File: src/rtl/ex_div_ctrl_pkg.sv
// Shared widths, constants and state encodings for the EX-stage divider controller.
// Kept alongside the ex_div state encodings so both sides of the handshake agree.
package ex_div_ctrl_pkg;

  localparam int unsigned REGS_DATA_BUS        = 32;
  localparam int unsigned DOUBLE_REGS_DATA_BUS = 64;

  localparam logic ENABLE = 1'b1;
  localparam logic TRUE   = 1'b1;
  localparam logic FALSE  = 1'b0;

  localparam logic [REGS_DATA_BUS-1:0] ZERO_WORD = '0;

  localparam int unsigned DRAIN_CNT_W = 2;

  // Drain lengths after a flush: WAIT needs two idle-start cycles, DONE needs one.
  localparam logic [DRAIN_CNT_W-1:0] DRAIN_FROM_WAIT = 2'd2;
  localparam logic [DRAIN_CNT_W-1:0] DRAIN_FROM_DONE = 2'd1;

  // ex_div internal states.
  typedef enum logic [1:0] {
    DIV_FREE    = 2'b00,
    DIV_BY_ZERO = 2'b01,
    DIV_ON      = 2'b10,
    DIV_END     = 2'b11
  } div_state_e;

  // Controller states.
  typedef enum logic [1:0] {
    DIVCTRL_IDLE  = 2'b00,
    DIVCTRL_WAIT  = 2'b01,
    DIVCTRL_DONE  = 2'b10,
    DIVCTRL_DRAIN = 2'b11
  } divctrl_state_e;

endpackage

File: src/rtl/ex_div_ctrl.sv
// EX-stage initiator for the iterative divider: issues start/annul, stalls the pipe,
// returns remainder/quotient for HI/LO writeback and drains the divider after a flush.
module ex_div_ctrl
  import ex_div_ctrl_pkg::*;
(
  input  logic                            clock,
  input  logic                            reset,
  input  logic                            is_div_op,
  input  logic                            is_signed_op,
  input  logic [REGS_DATA_BUS-1:0]        operand1,
  input  logic [REGS_DATA_BUS-1:0]        operand2,
  input  logic                            flush,
  input  logic                            is_stalled,
  input  logic                            div_is_ended,
  input  logic [DOUBLE_REGS_DATA_BUS-1:0] div_result,
  output logic                            div_start,
  output logic                            div_annul,
  output logic                            div_signed,
  output logic [REGS_DATA_BUS-1:0]        div_operand1,
  output logic [REGS_DATA_BUS-1:0]        div_operand2,
  output logic                            stall_request,
  output logic                            hilo_write_enable,
  output logic [REGS_DATA_BUS-1:0]        hi_data,
  output logic [REGS_DATA_BUS-1:0]        lo_data
);

  divctrl_state_e          state_q, state_d;
  logic [DRAIN_CNT_W-1:0]  cnt_q, cnt_d;
  logic                    start_d;
  logic                    signed_d;
  logic [REGS_DATA_BUS-1:0] op1_d, op2_d;
  logic [REGS_DATA_BUS-1:0] hi_d, lo_d;

  always_ff @(posedge clock or posedge reset) begin
    if (reset) begin
      state_q      <= DIVCTRL_IDLE;
      cnt_q        <= '0;
      div_start    <= FALSE;
      div_signed   <= FALSE;
      div_operand1 <= ZERO_WORD;
      div_operand2 <= ZERO_WORD;
      hi_data      <= ZERO_WORD;
      lo_data      <= ZERO_WORD;
    end else begin
      state_q      <= state_d;
      cnt_q        <= cnt_d;
      div_start    <= start_d;
      div_signed   <= signed_d;
      div_operand1 <= op1_d;
      div_operand2 <= op2_d;
      hi_data      <= hi_d;
      lo_data      <= lo_d;
    end
  end

  always_comb begin
    state_d           = state_q;
    cnt_d             = cnt_q;
    start_d           = div_start;
    signed_d          = div_signed;
    op1_d             = div_operand1;
    op2_d             = div_operand2;
    hi_d              = hi_data;
    lo_d              = lo_data;
    div_annul         = FALSE;
    hilo_write_enable = FALSE;
    stall_request     = FALSE;

    unique case (state_q)
      DIVCTRL_IDLE: begin
        stall_request = is_div_op && !flush;
        start_d       = FALSE;
        if (is_div_op && !flush) begin
          op1_d    = operand1;
          op2_d    = operand2;
          signed_d = is_signed_op;
          start_d  = ENABLE;
          state_d  = DIVCTRL_WAIT;
        end
      end

      // Operands and sign stay frozen: the divider re-reads them in its final correction.
      DIVCTRL_WAIT: begin
        stall_request = !flush;
        if (flush) begin
          div_annul = ENABLE;
          start_d   = FALSE;
          cnt_d     = DRAIN_FROM_WAIT;
          state_d   = DIVCTRL_DRAIN;
        end else if (div_is_ended) begin
          hi_d    = div_result[DOUBLE_REGS_DATA_BUS-1:REGS_DATA_BUS];
          lo_d    = div_result[REGS_DATA_BUS-1:0];
          start_d = FALSE;
          state_d = DIVCTRL_DONE;
        end
      end

      DIVCTRL_DONE: begin
        hilo_write_enable = !flush;
        if (flush) begin
          cnt_d   = DRAIN_FROM_DONE;
          state_d = DIVCTRL_DRAIN;
        end else if (!is_stalled) begin
          state_d = DIVCTRL_IDLE;
        end
      end

      // Holds start low long enough for the divider to fall back to FREE.
      DIVCTRL_DRAIN: begin
        stall_request = is_div_op && !flush;
        start_d       = FALSE;
        if (cnt_q <= 2'd1) begin
          cnt_d   = '0;
          state_d = DIVCTRL_IDLE;
        end else begin
          cnt_d = cnt_q - 2'd1;
        end
      end

      default: begin
        cnt_d   = '0;
        state_d = DIVCTRL_IDLE;
      end
    endcase
  end

endmodule
File: config.mk
export PLATFORM = sky130hd
export DESIGN_NAME = ex_div_ctrl
export DESIGN_NICKNAME = d
export VERILOG_FILES = /design/src/rtl/ex_div_ctrl_pkg.sv /design/src/rtl/ex_div_ctrl.sv
export SDC_FILE = /design/constraint.sdc
export NUM_CORES = 1
export LEC_CHECK = 0
export CORE_ASPECT_RATIO = 2
export CORE_MARGIN = 2
export CORE_UTILIZATION = 34
export CTS_BUF_LIST = sky130_fd_sc_hd__clkbuf_4 sky130_fd_sc_hd__clkbuf_8
export CTS_CLUSTER_SIZE = 10
export DETAILED_ROUTE_END_ITERATION = 12
export PLACE_DENSITY = 0.7
export SYNTH_ARGS = -nofsm -noshare
export SYNTH_HDL_FRONTEND = slang
export SYNTH_SLANG_ARGS = --single-unit
File: constraint.sdc
create_clock -name clock -period 5.8 [get_ports clock]
set_input_delay 1.16 -clock clock [delete_from_list [all_inputs] [get_ports clock]]
set_output_delay 1.16 -clock clock [all_outputs]
set_load 0.005 [all_outputs]
Yosys cells after proc, flatten, opt, wreduce, memory -nomap -nowiden. Index checks and enable logic that the tools add are counted.

Bits in registers: 134. Input port bits: 135. Word-level logic and storage cells: 50.

$add $sub $neg: 1. $lt $le $gt $ge: 1. Eq/ne operators: 9. Mux-type cells: 19. Bitwise gates (word level): 1. Reduce and logical (&&, ||, !) cells: 11.

Operators by type and width (count): 2-bit two-way mux (9); 2-bit != test, second input constant (4); 2-bit case mux with 4 select lines (1); 1-bit two-way mux (6); 3-bit != test, second input constant (2); 2-bit case mux with 3 select lines (1); 3-bit AND reduction (2); 3-bit nonzero test (2); 2-bit == test, second input constant (2); 2-bit AND reduction (2); 4-bit AND reduction (1); 1-bit case mux with 3 select lines (1); 2-bit by 1-bit == test with 1-bit output, second input constant (1); 2-bit by 1-bit less-or-equal comparator with 1-bit output, second input constant (1); 2-bit zero test (1); 1-bit case mux with 2 select lines (1); 2-bit OR reduction (1); 2-bit by 1-bit subtractor with 2-bit output, second input constant (1); 1-bit logical AND (1); 1-bit zero test (1); 1-bit inverter (1).

Longest topological paths before layout. Gate-level depths: netlist (run 1).

Depth after elaboration: 4. Depth in mapped cells: 6. Depth with buffers taken out: 6.

Least setup slack after synthesis (run 1). No wires, ideal clock.

Path kind: in2out. Start point: input port flush. End point: output port hilo_write_enable. Data arrival time: 1.496 ns. Slack: 3.144 ns. Cell stages on the path: 2. Cells stage by stage: buf_6 -> and2b_2.

Cells in the longest elaborated chain, start to end: 2.

RTL lines: from (decl) (line ex_div_ctrl.sv:12) `input logic flush,`; 1-bit zero test (line ex_div_ctrl.sv:99) `hilo_write_enable = !flush;`; 1-bit two-way mux (line ex_div_ctrl.sv:69) `unique case (state_q)`; to (decl) (line ex_div_ctrl.sv:22) `output logic hilo_write_enable,`.

Every way passes these cells.

Final worst setup path (run 1). Ends and elaborated chain as after synthesis.

==> results of run 1 <==
flip-flops by register name, summed over array words and instances, names as in the netlist:
register	cells
cnt_q	2
div_operand1	32
div_operand2	32
div_signed	1
div_start	1
hi_data	32
lo_data	32
state_q	2
power breakdown:
part,total (mW),switching (mW),internal [mW],leakage [nW]
clock,0.863,0.361,0.502,0.221
combinational,1.81,0.573,1.24,1.79
sequential,1.65,0.242,1.41,1.61
routing by layer:
metal / GRT usage / share of wire / vias to the layer above
li1: - / - / 1673
met1: 0.167 / 0.32 / 1825
met2: 0.337 / 0.59 / 145
met3: 0.0511 / 0.056 / 29
met4: 0.0985 / 0.037 / 0
met5: 0 / 0 / -
final timing paths:
path,start,to,slack (ns),cells after the start
setup reg to reg,state_q[0],div_operand2[15],3.37,4
hold reg to reg,hi_data[6],hi_data[6],0.49,1
hold / removal,hi_data[6],hi_data[6],0.49,1
min in group asynchronous,reset,div_operand2[11],1.27,2
max in group asynchronous,reset,hi_data[6],3.45,3
setup / recovery,flush,hilo_write_enable,2.11,3
synth_stat cells, drive strengths merged, types with 2 or more instances:
cell type / number / area [µm²]
dfrtp: 134 / 3350
mux2: 129 / 1450
buf: 15 / 128
ha: 8 / 100
inv: 8 / 30.0
o21ai: 4 / 20.0
a31oi: 3 / 18.8
a21oi: 2 / 10.0
and2: 2 / 13.8
nand3b: 2 / 27.5
nor2: 2 / 7.51
o41ai: 2 / 17.5
cell families (layout without fill, tap and decap cells):
group | Yosys count | in the layout
buffers and inverters | 23 | 309
and+or+nand+nor | 12 | 12
adders and majority gates | 8 | 8
muxes | 129 | 129
DFF | 134 | 134
AOI/OAI and AO/OA | 14 | 14
final cells by class:
class / instances / area (µm²) / share of cell area
clock buffer: 20 / 275 / 0.0323
clock inverter: 12 / 175 / 0.0205
inverter: 8 / 35.0 / 0.00411
multi-input combinational: 163 / 1750 / 0.206
sequential: 134 / 3350 / 0.393
tap: 198 / 248 / 0.0290
timing repair buffer: 269 / 2690 / 0.315
==> flow_summary.toml, run 1 <==
[power]
powerDensity_nw_per_um2 = 507
peakVddDrop_mv = 0.285
total_power_mw = 4.32
p_leak_nw = 3.62

[logic_synthesis]
yosys_register_bits = 134
synth_compound_area_frac = 0.0209
ys_warn_count = 0
synth-xor-area-share = 0
synthesis.area_um2 = 5270
synthMuxAreaShare = 0.276
async_reset_ff_frac = 1.00
synthAdderAreaFrac = 0.0190
synth-seq-area-share = 0.637
synth_flop_cell = "dfrtp_1"
synthDistinctLibCells = 26
synth_edf_count = 0
synth_simple_gate_area_frac = 0.0173
synth_top_family_by_area = "multiplexers"
synthCells = 320
syn_avg_cell_area_um2 = 16.5
syn-num-nets = 463

[timing]
fmax_ghz = 0.271
setup_viol = 0
hold_violations = 0
whs_ns = 0.490
maxSlewViolCount = 0
fin_worst_skew_ns = 0.0140
post-route-period-util = 0.636
worstMarginPinSlew_ns = 0.951
setup_slack_ns = 2.11
rsz0062_at_grt = "no"
relSlewSlack = 0.366
tns_ns = 0
min_period_ns = 3.69

[critical_path]
crit_fanout = 11
required_ns = 4.64
cp_num_buf_inv = 2
slowest_delay_ns = 0.55
critPathSlowestCell = "clkdlybuf4s50_1"
cp_common_cell = "clkdlybuf4s50_1"
path_cells = "clkdlybuf4s50_1 -> and2b_2 -> clkdlybuf4s50_1"
cp-end-kind = "primary output"
crit_family = "buffers and inverters"
startpoint_type = "input pin"
crit_type = "in -> out"
cp.arrival_ns = 2.53

[finish]
nNetsFinal = 736
area_delta_synth_final_pct = 62.0
finalInstanceArea_um2 = 8530
mostFrequentLayoutCells = "clkdlybuf4s50_1, dfrtp_1, mux2_2"
utilization = 0.561
n_fill_cell = 1249
fin_cells = 804
layout-drive-gt1-share = 0.196
final_common_cell = "clkdlybuf4s50_1"
diodes = 0

[outcome]
status = "finished, final reports clean"

[placed_design]
dpl_cell_area_um2 = 8080
placement.io_buffers = 267
gp_congestion = 0.843
detailed_place_hpwl_um = 10700
pre_cts_slack_ns = 2.12
place_inst = 772

[drt]
drt_wl_total_um = 14200
drc = 0
first_pass_iters = 4
vias_per_cell = 4.57
drtAntennaViolNets = 0
routed-via-count = 3672
drtIter0Drc = 95
routedWlPerCell_um = 17.7

[grt]
grt_antenna_before_repair = 0
first_global_vias = 4022
grt_max_degree = 101
gr-usage-all-layers = 0.178
overflow = 0
grt_pass1_wl_um = 22200

[die]
die_x_um = 92.0
rows = 64
dieArea_um2 = 16600
io_pins = 268
initial_core_util = 0.346
fp.dieH_um = 180
core_area_um2 = 15200

[clocking]
cts_setup_buffers = 0
cts_tree = "done"
cts.sinks = 134
path_clk_slew_ns = 0.07
root_buffer = "clkbuf_8"
cts_htree_levels = 4
clock_latency_ns = 0.44
cts_resized = 0
clk_path_buf_depth = 2
cts_made_buffers = 17
cts.hold.buffers_added = 0

[run]
cap_violations = 0

[min_path]
hold_class = "reg -> reg"
Note: power is estimated with default switching activity, not from simulation.
==> run 2: changes to the inputs <==
- clock period: 5.8 -> 3.8 ns (I/O delays scaled with it)
==> run 2 against run 1 <==
  * Clock skew decreased by 0.0034 ns
  * Largest cell class unchanged
  * Critical path depth up 3
  * Clock power is 18% higher
  * Sequential share of layout area up 0.45 points
  * Critical path type is now reg -> out
  * Clock-buffer cell count stayed put
==> flow_summary.toml, run 2 (synthesized netlist as in run 1, its figures left out) <==
[die]
fp.dieH_um = 180
core_area_um2 = 15200
die_x_um = 92.0
rows = 64
initial_core_util = 0.346
dieArea_um2 = 16600
io_pins = 268

[clocking]
cts.hold.buffers_added = 0
cts_htree_levels = 4
cts_made_buffers = 17
cts.sinks = 134
path_clk_slew_ns = 0.07
root_buffer = "clkbuf_8"
cts_setup_buffers = 0
clk_path_buf_depth = 2
cts_resized = 0
clock_latency_ns = 0.43
cts_tree = "done"

[critical_path]
endpoint = "stall_request"
crit_start = "state_q[0]"
reg2regPathDepth = 5
cp.arrival_ns = 2.14
startpoint_type = "flop"
required_ns = 3.04
cp-end-kind = "primary output"
regToRegStartpoint = "state_q[0]"
crit_fanout = 7
r2r-end = "div_operand2[6]"
crit_type = "reg -> out"
rrSetupSlack_ns = 1.57

[drt]
drtAntennaViolNets = 0
routedWlPerCell_um = 17.8
drtIter0Drc = 61
vias_per_cell = 4.57
drt_wl_total_um = 14300
routed-via-count = 3654
first_pass_iters = 4
drc = 0

[finish]
diodes = 0
nNetsFinal = 737
final_common_cell = "clkdlybuf4s50_1"
layout-drive-gt1-share = 0.191
mostFrequentLayoutCells = "clkdlybuf4s50_1, dfrtp_1, mux2_2"
area_delta_synth_final_pct = 60.1
n_fill_cell = 1302

[power]
peakVddDrop_mv = 0.497
powerDensity_nw_per_um2 = 750
p_leak_nw = 3.58

[grt]
gr-usage-all-layers = 0.180
grt_max_degree = 135
overflow = 0
grt_antenna_before_repair = 0
first_global_vias = 4066
grt_pass1_wl_um = 22400

[timing]
post-route-period-util = 0.762
hold_violations = 0
maxSlewViolCount = 0
relSlewSlack = 0.450
tns_ns = 0
fin_worst_skew_ns = 0.0107
setup_viol = 0
fmax_ghz = 0.345
min_period_ns = 2.90
worstMarginPinSlew_ns = 0.825
rsz0062_at_grt = "no"
whs_ns = 0.487

[placed_design]
placement.io_buffers = 267
gp_congestion = 0.863
detailed_place_hpwl_um = 10600

[min_path]
hold_class = "reg -> reg"
min_path_cells = 1

[run]
cap_violations = 0

[outcome]
status = "finished, final reports clean"
==> run 2: cell count changes in the layout (fill, tap and decap cells not counted), sizes merged <==
cell	before	now
clkinvlp	3	1
clkinv	5	6
buf	2	3
bufinv	4	1
inv	8	7
==> run 2: worst max-delay path, cell delays in order (launching register included) <==
cell	delay, ns
dfrtp_1	0.48
inv_1	0.14
ha_1	0.32
inv_1	0.06
a21oi_1	0.06
nor3_1	0.14
clkdlybuf4s50_1	0.53
==> run 2: final cells by class <==
type / instances / area [µm²] / area share
clock inverters: 7 / 60.1 / 0.00712
clock buffers: 20 / 263 / 0.0312
well taps: 198 / 248 / 0.0294
repair buffers: 270 / 2720 / 0.323
inverters: 8 / 33.8 / 0.00401
flip-flops and latches: 134 / 3350 / 0.398
multi-input cells: 163 / 1750 / 0.208
==> run 2: stage by stage <==
| step | power, mW | cells | worst slack (ns) | area, µm² | utilization |
|---|---|---|---|---|---|
| floorplan | 3.49 | 320 | 1.37 | 5270 | - |
| global placement | 5.27 | 773 | 0.929 | 8110 | 0.533 |
| detailed placement | 5.37 | 773 | 0.921 | 8110 | 0.533 |
| CTS | 6.43 | 800 | 0.839 | 8430 | 0.554 |
| global route | 6.72 | 800 | 0.748 | 8430 | 0.554 |
| finish | 6.33 | 800 | 0.903 | 8430 | 0.554 |
==> run 2: worst min-delay path by stage <==
stage,start,to,slack [ns]
6_report,hi_data[4],hi_data[4],0.49
5_1_grt,div_operand2[16],div_operand2[16],0.51
4_1_cts,hi_data[4],hi_data[4],0.50
3_5_place_dp,hi_data[26],hi_data[26],0.48
3_3_place_gp,hi_data[5],hi_data[5],0.47
2_1_floorplan,div_operand1[12],div_operand1[12],0.49
==> run 2: per-layer routing <==
metal / vias to the layer above / wire (µm) / track usage / share of wire
met5: - / 0 / 0 / 0
met4: 0 / 523 / 0.102 / 0.037
met3: 30 / 805 / 0.0474 / 0.056
met2: 158 / 8230 / 0.331 / 0.58
met1: 1800 / 4700 / 0.177 / 0.33
li1: 1666 / - / - / -
==> run 2: report_power, final <==
group	internal, mW	switching (mW)
clock	0.522	0.501
sequential	2.15	0.373
combinational	1.89	0.888
total	4.56	1.76
